--- src/rtl/lcd_pkg.sv ---
// Shared types, HD44780 command constants and helpers for the LCD bus arbiter.
package lcd_pkg;

  localparam int unsigned DATA_W  = 8;
  localparam int unsigned STATE_W = 3;

  // Bus sequencing states.
  typedef enum logic [STATE_W-1:0] {
    IDLE  = 3'd0,
    SETUP = 3'd1,
    PULSE = 3'd2,
    HOLD  = 3'd3,
    WAIT  = 3'd4
  } lcd_bus_state_t;

  // One captured LCD write: register select plus data byte.
  typedef struct packed {
    logic              rs;
    logic [DATA_W-1:0] data;
  } lcd_byte_t;

  // HD44780 instruction bytes.
  localparam logic [DATA_W-1:0] CMD_CLEAR        = 8'h01;
  localparam logic [DATA_W-1:0] CMD_RETURN_HOME  = 8'h02;
  localparam logic [DATA_W-1:0] CMD_FUNCTION_SET = 8'h38;
  localparam logic [DATA_W-1:0] CMD_DISPLAY_ON   = 8'h0C;
  localparam logic [DATA_W-1:0] CMD_ENTRY_MODE   = 8'h06;
  localparam logic [DATA_W-1:0] CMD_SET_LINE1    = 8'h80;
  localparam logic [DATA_W-1:0] CMD_SET_LINE2    = 8'hC0;

  // Clear (0x01) and return-home (0x02/0x03) need the long busy-wait.
  function automatic logic is_long_cmd(input logic rs, input logic [DATA_W-1:0] data);
    return (!rs) && (data[7:2] == 6'd0) && (data[1:0] != 2'b00);
  endfunction

  function automatic int unsigned max2(input int unsigned a, input int unsigned b);
    return (a > b) ? a : b;
  endfunction

endpackage

--- src/rtl/lcd_bus_arbiter_if.sv ---
// Handshake and LCD pin bundle between two requesters, the arbiter and the panel.
//   req*/rs*/data*   : requester byte offer (driven by requesters)
//   ack*             : one-cycle capture pulse back to each requester
//   busy             : arbiter is mid-transaction
//   lcd_e/rs/rw/data : HD44780 parallel bus pins
interface lcd_bus_arbiter_if;
  import lcd_pkg::*;

  logic              req0;
  logic              rs0;
  logic [DATA_W-1:0] data0;
  logic              ack0;
  logic              req1;
  logic              rs1;
  logic [DATA_W-1:0] data1;
  logic              ack1;
  logic              busy;
  logic              lcd_e;
  logic              lcd_rs;
  logic              lcd_rw;
  logic [DATA_W-1:0] lcd_data;

  // Requester side: offers bytes, observes acks and the bus.
  modport master (
    output req0, rs0, data0, req1, rs1, data1,
    input  ack0, ack1, busy, lcd_e, lcd_rs, lcd_rw, lcd_data
  );

  // Arbiter side.
  modport slave (
    input  req0, rs0, data0, req1, rs1, data1,
    output ack0, ack1, busy, lcd_e, lcd_rs, lcd_rw, lcd_data
  );

endinterface

--- src/rtl/lcd_rr_arb2.sv ---
// Two-way round-robin arbiter (combinational).
//   req[1:0]   : pending requests
//   last_grant : index of the requester granted most recently
//   gnt[1:0]   : one-hot grant, all-zero when nothing is requested
module lcd_rr_arb2 (
  input  logic [1:0] req,
  input  logic       last_grant,
  output logic [1:0] gnt
);

  // On a tie the requester that was not granted last wins.
  assign gnt[0] = req[0] & (~req[1] |  last_grant);
  assign gnt[1] = req[1] & (~req[0] | ~last_grant);

endmodule

--- src/rtl/lcd_bus_arbiter.sv ---
// Shares one HD44780 8-bit bus between two requesters, sequencing RS/DATA/E
// with programmable setup, pulse, hold and post-write busy-wait times.
//   clk, reset : clock, asynchronous active-high reset
//   bus        : requester handshakes, busy flag and LCD pins (slave side)
module lcd_bus_arbiter
  import lcd_pkg::*;
#(
  parameter int unsigned CNT_SETUP = 4,
  parameter int unsigned CNT_PULSE = 50,
  parameter int unsigned CNT_HOLD  = 4,
  parameter int unsigned CNT_SHORT = 5000,
  parameter int unsigned CNT_LONG  = 200_000
) (
  input  logic              clk,
  input  logic              reset,
  lcd_bus_arbiter_if.slave  bus
);

  localparam int unsigned CNT_MAX =
    max2(max2(max2(CNT_SETUP, CNT_PULSE), max2(CNT_HOLD, CNT_SHORT)), CNT_LONG);
  localparam int unsigned CNT_W = $clog2(CNT_MAX) + 1;

  // Counter reload values: a phase of N cycles counts N-1 down to 0.
  localparam logic [CNT_W-1:0] RL_SETUP = CNT_W'(CNT_SETUP - 1);
  localparam logic [CNT_W-1:0] RL_PULSE = CNT_W'(CNT_PULSE - 1);
  localparam logic [CNT_W-1:0] RL_HOLD  = CNT_W'(CNT_HOLD - 1);
  localparam logic [CNT_W-1:0] RL_SHORT = CNT_W'(CNT_SHORT - 1);
  localparam logic [CNT_W-1:0] RL_LONG  = CNT_W'(CNT_LONG - 1);

  localparam logic [STATE_W-1:0] ST_IDLE  = IDLE;
  localparam logic [STATE_W-1:0] ST_SETUP = SETUP;
  localparam logic [STATE_W-1:0] ST_PULSE = PULSE;
  localparam logic [STATE_W-1:0] ST_HOLD  = HOLD;
  localparam logic [STATE_W-1:0] ST_WAIT  = WAIT;

  logic [STATE_W-1:0] state_q, state_d;
  logic [CNT_W-1:0]   cnt_q, cnt_d;
  logic               last_grant_q, last_grant_d;
  lcd_byte_t          byte_q, byte_d;
  logic               ack0_q, ack0_d;
  logic               ack1_q, ack1_d;
  logic               busy_q, busy_d;
  logic               e_q, e_d;
  logic [1:0]         gnt;
  logic               cnt_zero;

  lcd_rr_arb2 u_arb (
    .req        ({bus.req1, bus.req0}),
    .last_grant (last_grant_q),
    .gnt        (gnt)
  );

  assign cnt_zero = (cnt_q == '0);

  // State, counter and registered outputs.
  always_ff @(posedge clk or posedge reset) begin
    if (reset) begin
      state_q      <= ST_IDLE;
      cnt_q        <= '0;
      last_grant_q <= 1'b1;
      byte_q       <= '0;
      ack0_q       <= 1'b0;
      ack1_q       <= 1'b0;
      busy_q       <= 1'b0;
      e_q          <= 1'b0;
    end else begin
      state_q      <= state_d;
      cnt_q        <= cnt_d;
      last_grant_q <= last_grant_d;
      byte_q       <= byte_d;
      ack0_q       <= ack0_d;
      ack1_q       <= ack1_d;
      busy_q       <= busy_d;
      e_q          <= e_d;
    end
  end

  // Next-state and next-output logic; counter reloads on every state entry.
  always_comb begin
    state_d      = state_q;
    cnt_d        = cnt_q;
    last_grant_d = last_grant_q;
    byte_d       = byte_q;
    ack0_d       = 1'b0;
    ack1_d       = 1'b0;
    e_d          = 1'b0;

    case (state_q)
      ST_IDLE: begin
        if (gnt != 2'b00) begin
          state_d      = ST_SETUP;
          cnt_d        = RL_SETUP;
          ack0_d       = gnt[0];
          ack1_d       = gnt[1];
          last_grant_d = gnt[1];
          byte_d.rs    = gnt[1] ? bus.rs1   : bus.rs0;
          byte_d.data  = gnt[1] ? bus.data1 : bus.data0;
        end
      end
      ST_SETUP: begin
        if (cnt_zero) begin
          state_d = ST_PULSE;
          cnt_d   = RL_PULSE;
          e_d     = 1'b1;
        end else begin
          cnt_d = cnt_q - CNT_W'(1);
        end
      end
      ST_PULSE: begin
        if (cnt_zero) begin
          state_d = ST_HOLD;
          cnt_d   = RL_HOLD;
        end else begin
          cnt_d = cnt_q - CNT_W'(1);
          e_d   = 1'b1;
        end
      end
      ST_HOLD: begin
        if (cnt_zero) begin
          state_d = ST_WAIT;
          cnt_d   = is_long_cmd(byte_q.rs, byte_q.data) ? RL_LONG : RL_SHORT;
        end else begin
          cnt_d = cnt_q - CNT_W'(1);
        end
      end
      ST_WAIT: begin
        if (cnt_zero) begin
          state_d = ST_IDLE;
          cnt_d   = '0;
        end else begin
          cnt_d = cnt_q - CNT_W'(1);
        end
      end
      default: begin
        state_d = ST_IDLE;
        cnt_d   = '0;
      end
    endcase

    busy_d = (state_d != ST_IDLE);
  end

  assign bus.ack0     = ack0_q;
  assign bus.ack1     = ack1_q;
  assign bus.busy     = busy_q;
  assign bus.lcd_e    = e_q;
  assign bus.lcd_rs   = byte_q.rs;
  assign bus.lcd_data = byte_q.data;
  assign bus.lcd_rw   = 1'b0;

endmodule

--- src/flat_wrapper.sv ---
// flat-port wrapper written by rule: the top's interface ports become plain ports
module lcd_bus_arbiter_flat import lcd_pkg::*;
#(
  parameter int unsigned CNT_SETUP = 4,
  parameter int unsigned CNT_PULSE = 50,
  parameter int unsigned CNT_HOLD  = 4,
  parameter int unsigned CNT_SHORT = 5000,
  parameter int unsigned CNT_LONG  = 200_000
)
  (clk, reset, bus_req0, bus_rs0, bus_data0, bus_req1, bus_rs1, bus_data1, bus_ack0, bus_ack1, bus_busy, bus_lcd_e, bus_lcd_rs, bus_lcd_rw, bus_lcd_data);
  lcd_bus_arbiter_if bus_i ();
  input  logic clk;
  input  logic reset;
  input wire logic [$bits(bus_i.req0)-1:0] bus_req0;
  input wire logic [$bits(bus_i.rs0)-1:0] bus_rs0;
  input wire logic [$bits(bus_i.data0)-1:0] bus_data0;
  input wire logic [$bits(bus_i.req1)-1:0] bus_req1;
  input wire logic [$bits(bus_i.rs1)-1:0] bus_rs1;
  input wire logic [$bits(bus_i.data1)-1:0] bus_data1;
  output wire logic [$bits(bus_i.ack0)-1:0] bus_ack0;
  output wire logic [$bits(bus_i.ack1)-1:0] bus_ack1;
  output wire logic [$bits(bus_i.busy)-1:0] bus_busy;
  output wire logic [$bits(bus_i.lcd_e)-1:0] bus_lcd_e;
  output wire logic [$bits(bus_i.lcd_rs)-1:0] bus_lcd_rs;
  output wire logic [$bits(bus_i.lcd_rw)-1:0] bus_lcd_rw;
  output wire logic [$bits(bus_i.lcd_data)-1:0] bus_lcd_data;
  assign bus_i.req0 = bus_req0;
  assign bus_i.rs0 = bus_rs0;
  assign bus_i.data0 = bus_data0;
  assign bus_i.req1 = bus_req1;
  assign bus_i.rs1 = bus_rs1;
  assign bus_i.data1 = bus_data1;
  assign bus_ack0 = bus_i.ack0;
  assign bus_ack1 = bus_i.ack1;
  assign bus_busy = bus_i.busy;
  assign bus_lcd_e = bus_i.lcd_e;
  assign bus_lcd_rs = bus_i.lcd_rs;
  assign bus_lcd_rw = bus_i.lcd_rw;
  assign bus_lcd_data = bus_i.lcd_data;
  lcd_bus_arbiter #(.CNT_SETUP(CNT_SETUP), .CNT_PULSE(CNT_PULSE), .CNT_HOLD(CNT_HOLD), .CNT_SHORT(CNT_SHORT), .CNT_LONG(CNT_LONG)) u_core (.clk(clk), .reset(reset), .bus(bus_i));
endmodule
--- config.mk ---
export PLATFORM = sky130hd
export DESIGN_NAME = lcd_bus_arbiter_flat
export DESIGN_NICKNAME = d
export VERILOG_FILES = /design/src/rtl/lcd_pkg.sv /design/src/rtl/lcd_bus_arbiter_if.sv /design/src/rtl/lcd_rr_arb2.sv /design/src/rtl/lcd_bus_arbiter.sv /design/src/flat_wrapper.sv
export SDC_FILE = /design/constraint.sdc
export NUM_CORES = 1
export LEC_CHECK = 0
export BUFFER_PORTS_ARGS = -buffer_cell sky130_fd_sc_hd__buf_2
export CORE_AREA = 2 2 85 87
export CTS_BUF_LIST = sky130_fd_sc_hd__clkbuf_2
export CTS_CLUSTER_DIAMETER = 80
export DETAILED_ROUTE_END_ITERATION = 10
export DIE_AREA = 0 0 87 89
export GPL_TIMING_DRIVEN = 0
export PLACE_DENSITY = 0.61
export SETUP_SLACK_MARGIN = 0.1
export SYNTH_ARGS = -nofsm -noshare
export SYNTH_HDL_FRONTEND = slang
export SYNTH_HIERARCHICAL = 1
export SYNTH_SLANG_ARGS = --single-unit
--- constraint.sdc ---
create_clock -name clk -period 2.3 [get_ports clk]
set_input_delay 0.23 -clock clk [delete_from_list [all_inputs] [get_ports clk]]
set_output_delay 0.23 -clock clk [all_outputs]
set_load 0.05 [all_outputs]
# Word level (Yosys, flattened, before mapping)

Index checks and enable logic that the tools add are counted.

Bits in registers: 36
Output and inout bits: 14
Word-level logic and storage cells: 54

Add/sub/neg operators: 1
Equal/unequal tests: 5
Muxes and demuxes: 22
Bitwise gates (word level): 7
Reduce and logical (&&, ||, !) cells: 10

Operator list:

| kind                                                                    | count |
|---|---|
| 19-bit 2-to-1 mux                                                       | 5 |
| 19-bit case mux with 5 select lines                                     | 1 |
| 19-bit zero test                                                        | 1 |
| 19-bit by 1-bit subtractor with 19-bit output, second input constant    | 1 |
| 18-bit 2-to-1 mux                                                       | 1 |
| 3-bit 2-to-1 mux                                                        | 5 |
| 3-bit case mux with 5 select lines                                      | 1 |
| 8-bit 2-to-1 mux                                                        | 1 |
| 1-bit 2-to-1 mux                                                        | 7 |
| 3-bit by 2-bit equality test with 1-bit output, second input constant   | 2 |
| 6-bit zero test                                                         | 1 |
| 2-bit nonzero test                                                      | 2 |
| 3-bit by 1-bit equality test with 1-bit output, second input constant   | 1 |
| 3-bit equality test, second input constant                              | 1 |
| 3-bit zero test                                                         | 1 |
| 1-bit inverter                                                          | 3 |
| 3-bit nonzero test                                                      | 1 |
| 1-bit bitwise AND                                                       | 2 |
| 1-bit logical AND                                                       | 2 |
| 2-bit by 1-bit inequality test with 1-bit output, second input constant | 1 |
| 1-bit bitwise OR                                                        | 2 |
| 1-bit case mux with 2 select lines                                      | 1 |
| 2-bit AND reduction                                                     | 1 |
| 1-bit zero test                                                         | 1 |

# Longest topological paths before layout

Gate-level depths: netlist of the first run.

Word-level depth: 7
Depth in mapped cells: 7
Mapped depth without buffers: 7

# Hierarchy

The synthesis of the first run kept the hierarchy.

By module, submodules not included:

| module          | times used | cells each | area an instance (µm²) | seq. area each (µm²) |
|---|---|---|---|---|
| lcd_bus_arbiter | 1          | 238        | 2,175.8                | 902.1 |
| lcd_rr_arb2     | 1          | 3          | 18.8                   | 0.0 |

# Least setup slack after synthesis of the first run

Ideal clock, no wire load.

Kind: reg-to-reg
From: reg u_core.cnt_q[0]
To: reg u_core.cnt_q[5]
Setup time: 0.147 ns
Arrival: 1.972 ns
Path slack: 0.181 ns
Stages on the path, launching flop included: 8
Path buffers: 0
Period minus slack after synthesis: 2.119 ns
Path through: dfrtp_1 inv_1 ha_1 or3b_2 nor3_4 a21oi_1 o41ai_1 o221ai_1

Longest elaborated chain between the ends: 3
Elaborated cells on any way between the ends: 7
Those cells by class: 1 x add/sub; 5 x mux; 1 x reduce/logical

Ends and longest elaborated chain:

| what                                                                                     | RTL line              | text |
|---|---|---|
| start, declared                                                                          | lcd_bus_arbiter.sv:37 | `logic [CNT_W-1:0] cnt_q, cnt_d;` |
| start signal, assigned                                                                   | lcd_bus_arbiter.sv:68 | `cnt_q <= cnt_d;` |
| 19-bit by 1-bit subtractor with 19-bit output / 19-bit zero test (equally long branches) | --                    |  |
| 19-bit 2-to-1 mux, on equally long branches                                              | --                    |  |
| 19-bit case mux with 5 select lines (*)                                                  | lcd_bus_arbiter.sv:88 | `case (state_q)` |

Every way passes the cells marked *; elsewhere a longest branch is shown, timed or not.
A chain may end at the register's enable or synchronous reset.

# Worst setup path in the final report of the first run

From: reg u_core.cnt_q[1]
To: reg u_core.cnt_q[5]

Same word-level chain as after synthesis.

==> metrics, run 1 <==
outcome completed; I/O pin count 36; Max-Slew Margin vs Limit 50.1%; Slew @ Worst Pin 0.747 ns; type of origin of the critical path register; Worst-Skew Late Latency 0.39 ns; worst-path cell chain inv_2 > ha_2 > or3b_4 > nor3_4 > a21oi_1 > o41ai_2 > o221ai_1; largest net degree at the start of global routing 37; Syn Nets about 270; Detailed Place HPWL 3.75 mm; Detailed Routing Iterations Pass 1 4; register bit total from synthesis 36; CTS root buffer clkbuf_2; CTS Buf Count 5; Layout Skew between 0.02 and 0.025 ns; first-pass GRT wire length 8.83 mm; sequential power share 64.9%; standard-cell rows 30; PwrDens 366 nW/µm²; area grow syn2layout 21.7%; minimum clock period 2.18 ns; number of I/O port buffers 34; minimum hold slack between 0.1 and 0.15 ns; clock power share between 20% and 30%; Diodes inserted 0; DR WL/cell 14.3 µm; WL final 5.30 mm; Starting Density 32.7%; Leak Pwr 1.19 nW; FILL cells between 600 and 700; Iter 0 DRT Violations roughly 140; Synth top area share 39.9%; endpoint type of the worst setup path register; Final Max Slew Viols 0; TritonCTS clock tree built; H-tree Lvls 2; register area share after synthesis between 40 and 50%; die width 87 µm; synthesized cell area ~2200 µm²; cell-internal power 0.731 mW; drt drc 0; DRT antenna net count 0; Fmax achieved 459 MHz; gr usage total 14.3%; Die Y around 89 µm; crit-path max FO 4; Avg Inst Size Synth 9.11 µm²; Worst EP arrival 2.44 ns; critical path class register to register; full die area around 7700 µm²; clk slew on worst S/H paths 0.18 ns; Finished Cell Area 2670 µm²; CP max-delay cell dfrtp_1; Core Util, Final 39.7%; Syn Inst Count between 200 and 250; vias per cell 5.36; most frequent cell after synthesis dfrtp_1; Setup TNS 0 ns; Final GP Congestion 0.856; antenna violations before repair 0; slowest stage delay, CP 0.44 ns; worst vdd ir around 0.18 mV; post-place instance area 2460 µm²; aggregate global routing overflow 0; Core ar. 6720 µm²; Switching Fraction 25.2%; Worst EP required 2.56 ns; Netlist cell types 64; proportion of layout cells with a drive suffix above 1 29.2%; HP Class primary input to register; synth warn 6; nets@finish between 300 and 400; top_reg_cell synth dfrtp_1; Clock Tree Buf Depth 2; Area contributors post-synth dfrtp_1 40%, mux2i_1 4.6%, a21oi_1 4.3%; vias in the first global route 1,783; RSZ-0062 raised after global routing yes; area leader, netlist dfrtp_1; Commonest cells post-synth 35 x dfrtp_1, 24 x nor2_1, 19 x a21oi_1, 19 x nand2_1, 12 x nand3_1; Async SR Flop Fraction between 90% and 100%; setup violators final 0; number of synthesized flops with an enable pin 0; detailed-route via count 1,989; crit share post-route between 90 and 100%; clock sink total 36; Logic pwr share 5.4%; # Max-Cap Violations 0; Worst R2R Setup Slack 0.12 ns; Tot Pwr 0.977 mW; Hold Vio Cnt, Final 0; sw power 0.246 mW
[placed cells by master, fill, tap and decap left out, types with 8 or more instances in the layout]
cell / instances
mux2i_1: 10
buf_2: 35
a21oi_1: 17
buf_4: 8
nand2_1: 19
o21ai_1: 8
clkbuf_2: 8
nand3_1: 11
dfrtp_1: 34
nor2_1: 24
[registers in the layout (all words and copies together), names as in the netlist]
register	flops
u_core/bus.ack1	1
u_core/bus.ack0	1
u_core/last_grant_q	1
u_core/bus.lcd_data	8
u_core/bus.lcd_e	1
u_core/cnt_q	19
u_core/state_q	3
u_core/bus.lcd_rs	1
u_core/bus.busy	1
[stage by stage]
stage	setup WS (ns)	cells
floorplan	0.181	241
detailed placement	-0.134	355
finish	0.120	371
CTS	0.133	367
global placement	-0.109	355
global route	0.000802	371
[metal layers]
metal | vias up | global-route usage [%] | part of all wire (%)
li1 | 987 | - | -
met1 | 930 | 19.6 | 47
met2 | 60 | 22.4 | 46
met3 | 12 | 2.77 | 4.9
met4 | 0 | 5.54 | 2.4
met5 | - | 0 | 0
[kinds of logic (layout without fill, tap and decap cells)]
group                      count (synthesis)  count (layout)  share of synthesized area (%)
xor gates and xnor gates                   6               6                           2.39
buffers and inverters                     16              66                           2.96
adders and majority gates                  2               2                           1.14
muxes                                     13              13                           6.27
AOI/OAI and AO/OA                         67              67                           20.3
other                                      1               1                          0.171
and+or+nand+nor                          100             100                           25.7
DFF                                       36              36                           41.1
[worst paths after layout]
kind | start | endpoint | depth (start not counted)
max | u_core/cnt_q[1] | u_core/cnt_q[5] | 7
min | bus_req1 | u_core/bus.ack0 | 4
max reg2reg | u_core/cnt_q[1] | u_core/cnt_q[5] | 7
min reg2reg | u_core/cnt_q[6] | u_core/cnt_q[6] | 1
max in group asynchronous | reset | u_core/cnt_q[9] | 3
min in group asynchronous | reset | u_core/cnt_q[6] | 3
[what timing repair did]
action	4_1_cts	5_1_grt
pin swaps	2	5
setup buffers	3	4
resized for setup	13	17
endpoints found under the setup margin	23	26
endpoints found under the hold margin	35	0
hold buffers	1	0
[power by group through the flow]
stage          clock, mW  sequential (mW)  combinational (mW)
2_1_floorplan          0            0.645              0.0299
3_3_place_gp           0            0.645              0.0524
3_5_place_dp           0            0.645              0.0531
4_1_cts            0.301            0.634              0.0545
5_1_grt            0.333            0.634              0.0603
6_report           0.290            0.634              0.0527
[area by class of cell]
type,count,area (µm²),area share [%]
inverter,5,18.8,0.703
multi-input combinational,189,1320,49.5
clock buffer,6,30.0,1.12
buffer,11,56.3,2.11
tap,80,100,3.75
sequential,36,903,33.8
clock inverter,2,7.51,0.281
timing repair buffer,42,233,8.72
[critical path: cells and delay by family (launching register included)]
family	cells	cell delay, ns
compound gates	3	0.64
fa+ha+maj	1	0.20
buf+inv	1	0.09
flops	1	0.44
simple gates	2	0.69
No activity file was read; power rests on OpenSTA's default activity.
==> inputs of run 2 (changes only) <==
- PLACE_DENSITY: 0.61 -> 0.6
- clock period: 2.3 -> 2.2 ns (I/O delays scaled with it)
==> run 2 against run 1 <==
Clock-buffer cell count decreased by 1. Sequential share of layout area decreased by 1.9 points. First-iteration DRC count fell by 27%. Critical path depth unchanged. Wire length increased by 6.4%. Cell count is 3.0% higher. Via count rose by 4.1%. Setup slack worse by 0.037 ns. Clock skew is 0.0070 ns lower. Fmax grew 3.0%. Total power is 6.1% higher. Clock power is 7.6% higher. Largest power group unchanged.
==> metrics, run 2 (synthesis results as in run 1) <==
Worst R2R Setup Slack 0.08 ns; Slew @ Worst Pin ~0.73 ns; RSZ-0062 raised after global routing yes; antenna violations before repair 0; outcome completed; drt drc 0; worst-path cell chain inv_2 > ha_4 > or3b_4 > nor3_4 > a21oi_2 > o41ai_2 > o221ai_1; Core Util, Final 42.3%; Final Max Slew Viols 0; Starting Density 32.7%; largest net degree at the start of global routing 21; post-place instance area 2490 µm²; Largest delay share family, worst path simple AND/OR/NAND/NOR gates; crit share post-route 96.2%; TritonCTS clock tree built; Finished Layout Cells 382; gr usage total 14.7%; Die Y 89 µm; detailed-route via count 2,070; Clock Tree Buf Depth 2; proportion of layout cells with a drive suffix above 1 around a third; Hold Vio Cnt, Final 0; Leak Pwr 1.26 nW; Worst EP required 2.47 ns; commonest non-fill, non-tap cell in the layout buf_2; Fmax achieved 472 MHz; Final GP Congestion 0.862; crit-path max FO 3; I/O pin count 36; Core ar. 6720 µm²; worst vdd ir 0.216 mV; critical path class register to register; placed insts 356; CP max-delay cell dfrtp_1; area grow syn2layout 29.5%; setup violators final 0; HP Class primary input to register; largest register by flop count u_core/cnt_q; clock sink total 36; Diodes inserted 0; # Max-Cap Violations 0; CTS root buffer clkbuf_2; Worst-Skew Late Latency 0.39 ns; WP buf/inv 1; Iter 0 DRT Violations ~110; H-tree Lvls 2; aggregate global routing overflow 0; Detailed Routing Iterations Pass 1 5; Max-Slew Margin vs Limit 51.1%; number of I/O port buffers 34; Detailed Place HPWL around 3.9 mm; Finished Cell Area 2840 µm²; minimum clock period around 2.1 ns; most frequent cells in the layout 34 x buf_2, 31 x dfrtp_1, 24 x nor2_1; CTS Buf Count 5; die width 87 µm; number of flip-flops in the largest register 19; clk slew on worst S/H paths 0.19 ns; Worst EP arrival roughly 2.4 ns; Layout Skew 0.0132 ns; minimum hold slack between 0.1 and 0.15 ns; first-pass GRT wire length 8.96 mm; type of origin of the critical path register; endpoint type of the worst setup path register; full die area just under 8000 µm²; nets@finish 325; DR WL/cell 14.7 µm; WL final 5.63 mm; slowest stage delay, CP 0.43 ns; PwrDens 364 nW/µm²; standard-cell rows 30; DRT antenna net count 0; vias in the first global route ~1,900; vias per cell roughly 5.4
[run 2: worst register-to-register path, stage by stage, from the launching register on]
cell	delay [ns]
dfrtp_1	0.43
inv_2	0.09
ha_4	0.15
or3b_4	0.41
nor3_4	0.27
a21oi_2	0.15
o41ai_2	0.35
o221ai_1	0.16
[run 2: power by group]
group	switching, mW	internal, mW
clock	0.238	0.0736
combinational	0.0320	0.0295
sequential	0	0.663
[run 2: cell type report]
cell class / count / area, µm²
fill: 642 / 3880
multi-input combinational: 189 / 1370
sequential: 36 / 907
timing repair buffer: 53 / 343
tap: 80 / 100
buffer: 11 / 63.8
clock buffer: 5 / 25.0
clock inverter: 3 / 18.8
inverter: 5 / 18.8
[run 2: what timing repair did]
| item | 4_1_cts | 5_1_grt |
|---|---|---|
| setup buffers | 5 | 12 |
| gates resized for setup | 21 | 24 |
| hold buffers | 1 | 0 |
| endpoints found under the hold margin | 16 | 0 |
| pin swaps | 5 | 8 |
| endpoints found under the setup margin | 32 | 27 |
[run 2: worst paths after layout]
| path | end | startpoint | depth (start not counted) |
|---|---|---|---|
| min | u_core/bus.lcd_data[5] | bus_data0[5] | 3 |
| max reg2reg | u_core/cnt_q[5] | u_core/cnt_q[0] | 7 |
| min reg2reg | u_core/last_grant_q | u_core/last_grant_q | 1 |
| max | u_core/cnt_q[5] | u_core/cnt_q[0] | 7 |
| max in group asynchronous | u_core/last_grant_q | reset | 4 |
| min in group asynchronous | u_core/bus.lcd_data[6] | reset | 3 |
[run 2: routing by layer]
layer | up-vias | GRT usage (%) | wire length (µm)
li1 | 1012 | - | -
met1 | 958 | 19.5 | 2580
met2 | 87 | 23.5 | 2590
met3 | 13 | 2.95 | 335
met4 | 0 | 6.25 | 134
met5 | - | 0 | 0
[run 2: stage by stage]
stage / worst slack [ns] / setup TNS (ns) / total power [mW]
final: 0.0833 / 0 / 1.04
after global routing: 0.0248 / 0 / 1.09
after CTS: 0.0990 / 0 / 1.05
after detailed placement: -0.226 / -2.05 / 0.736
after global placement: -0.193 / -1.50 / 0.729
after floorplan: 0.100 / 0 / 0.706
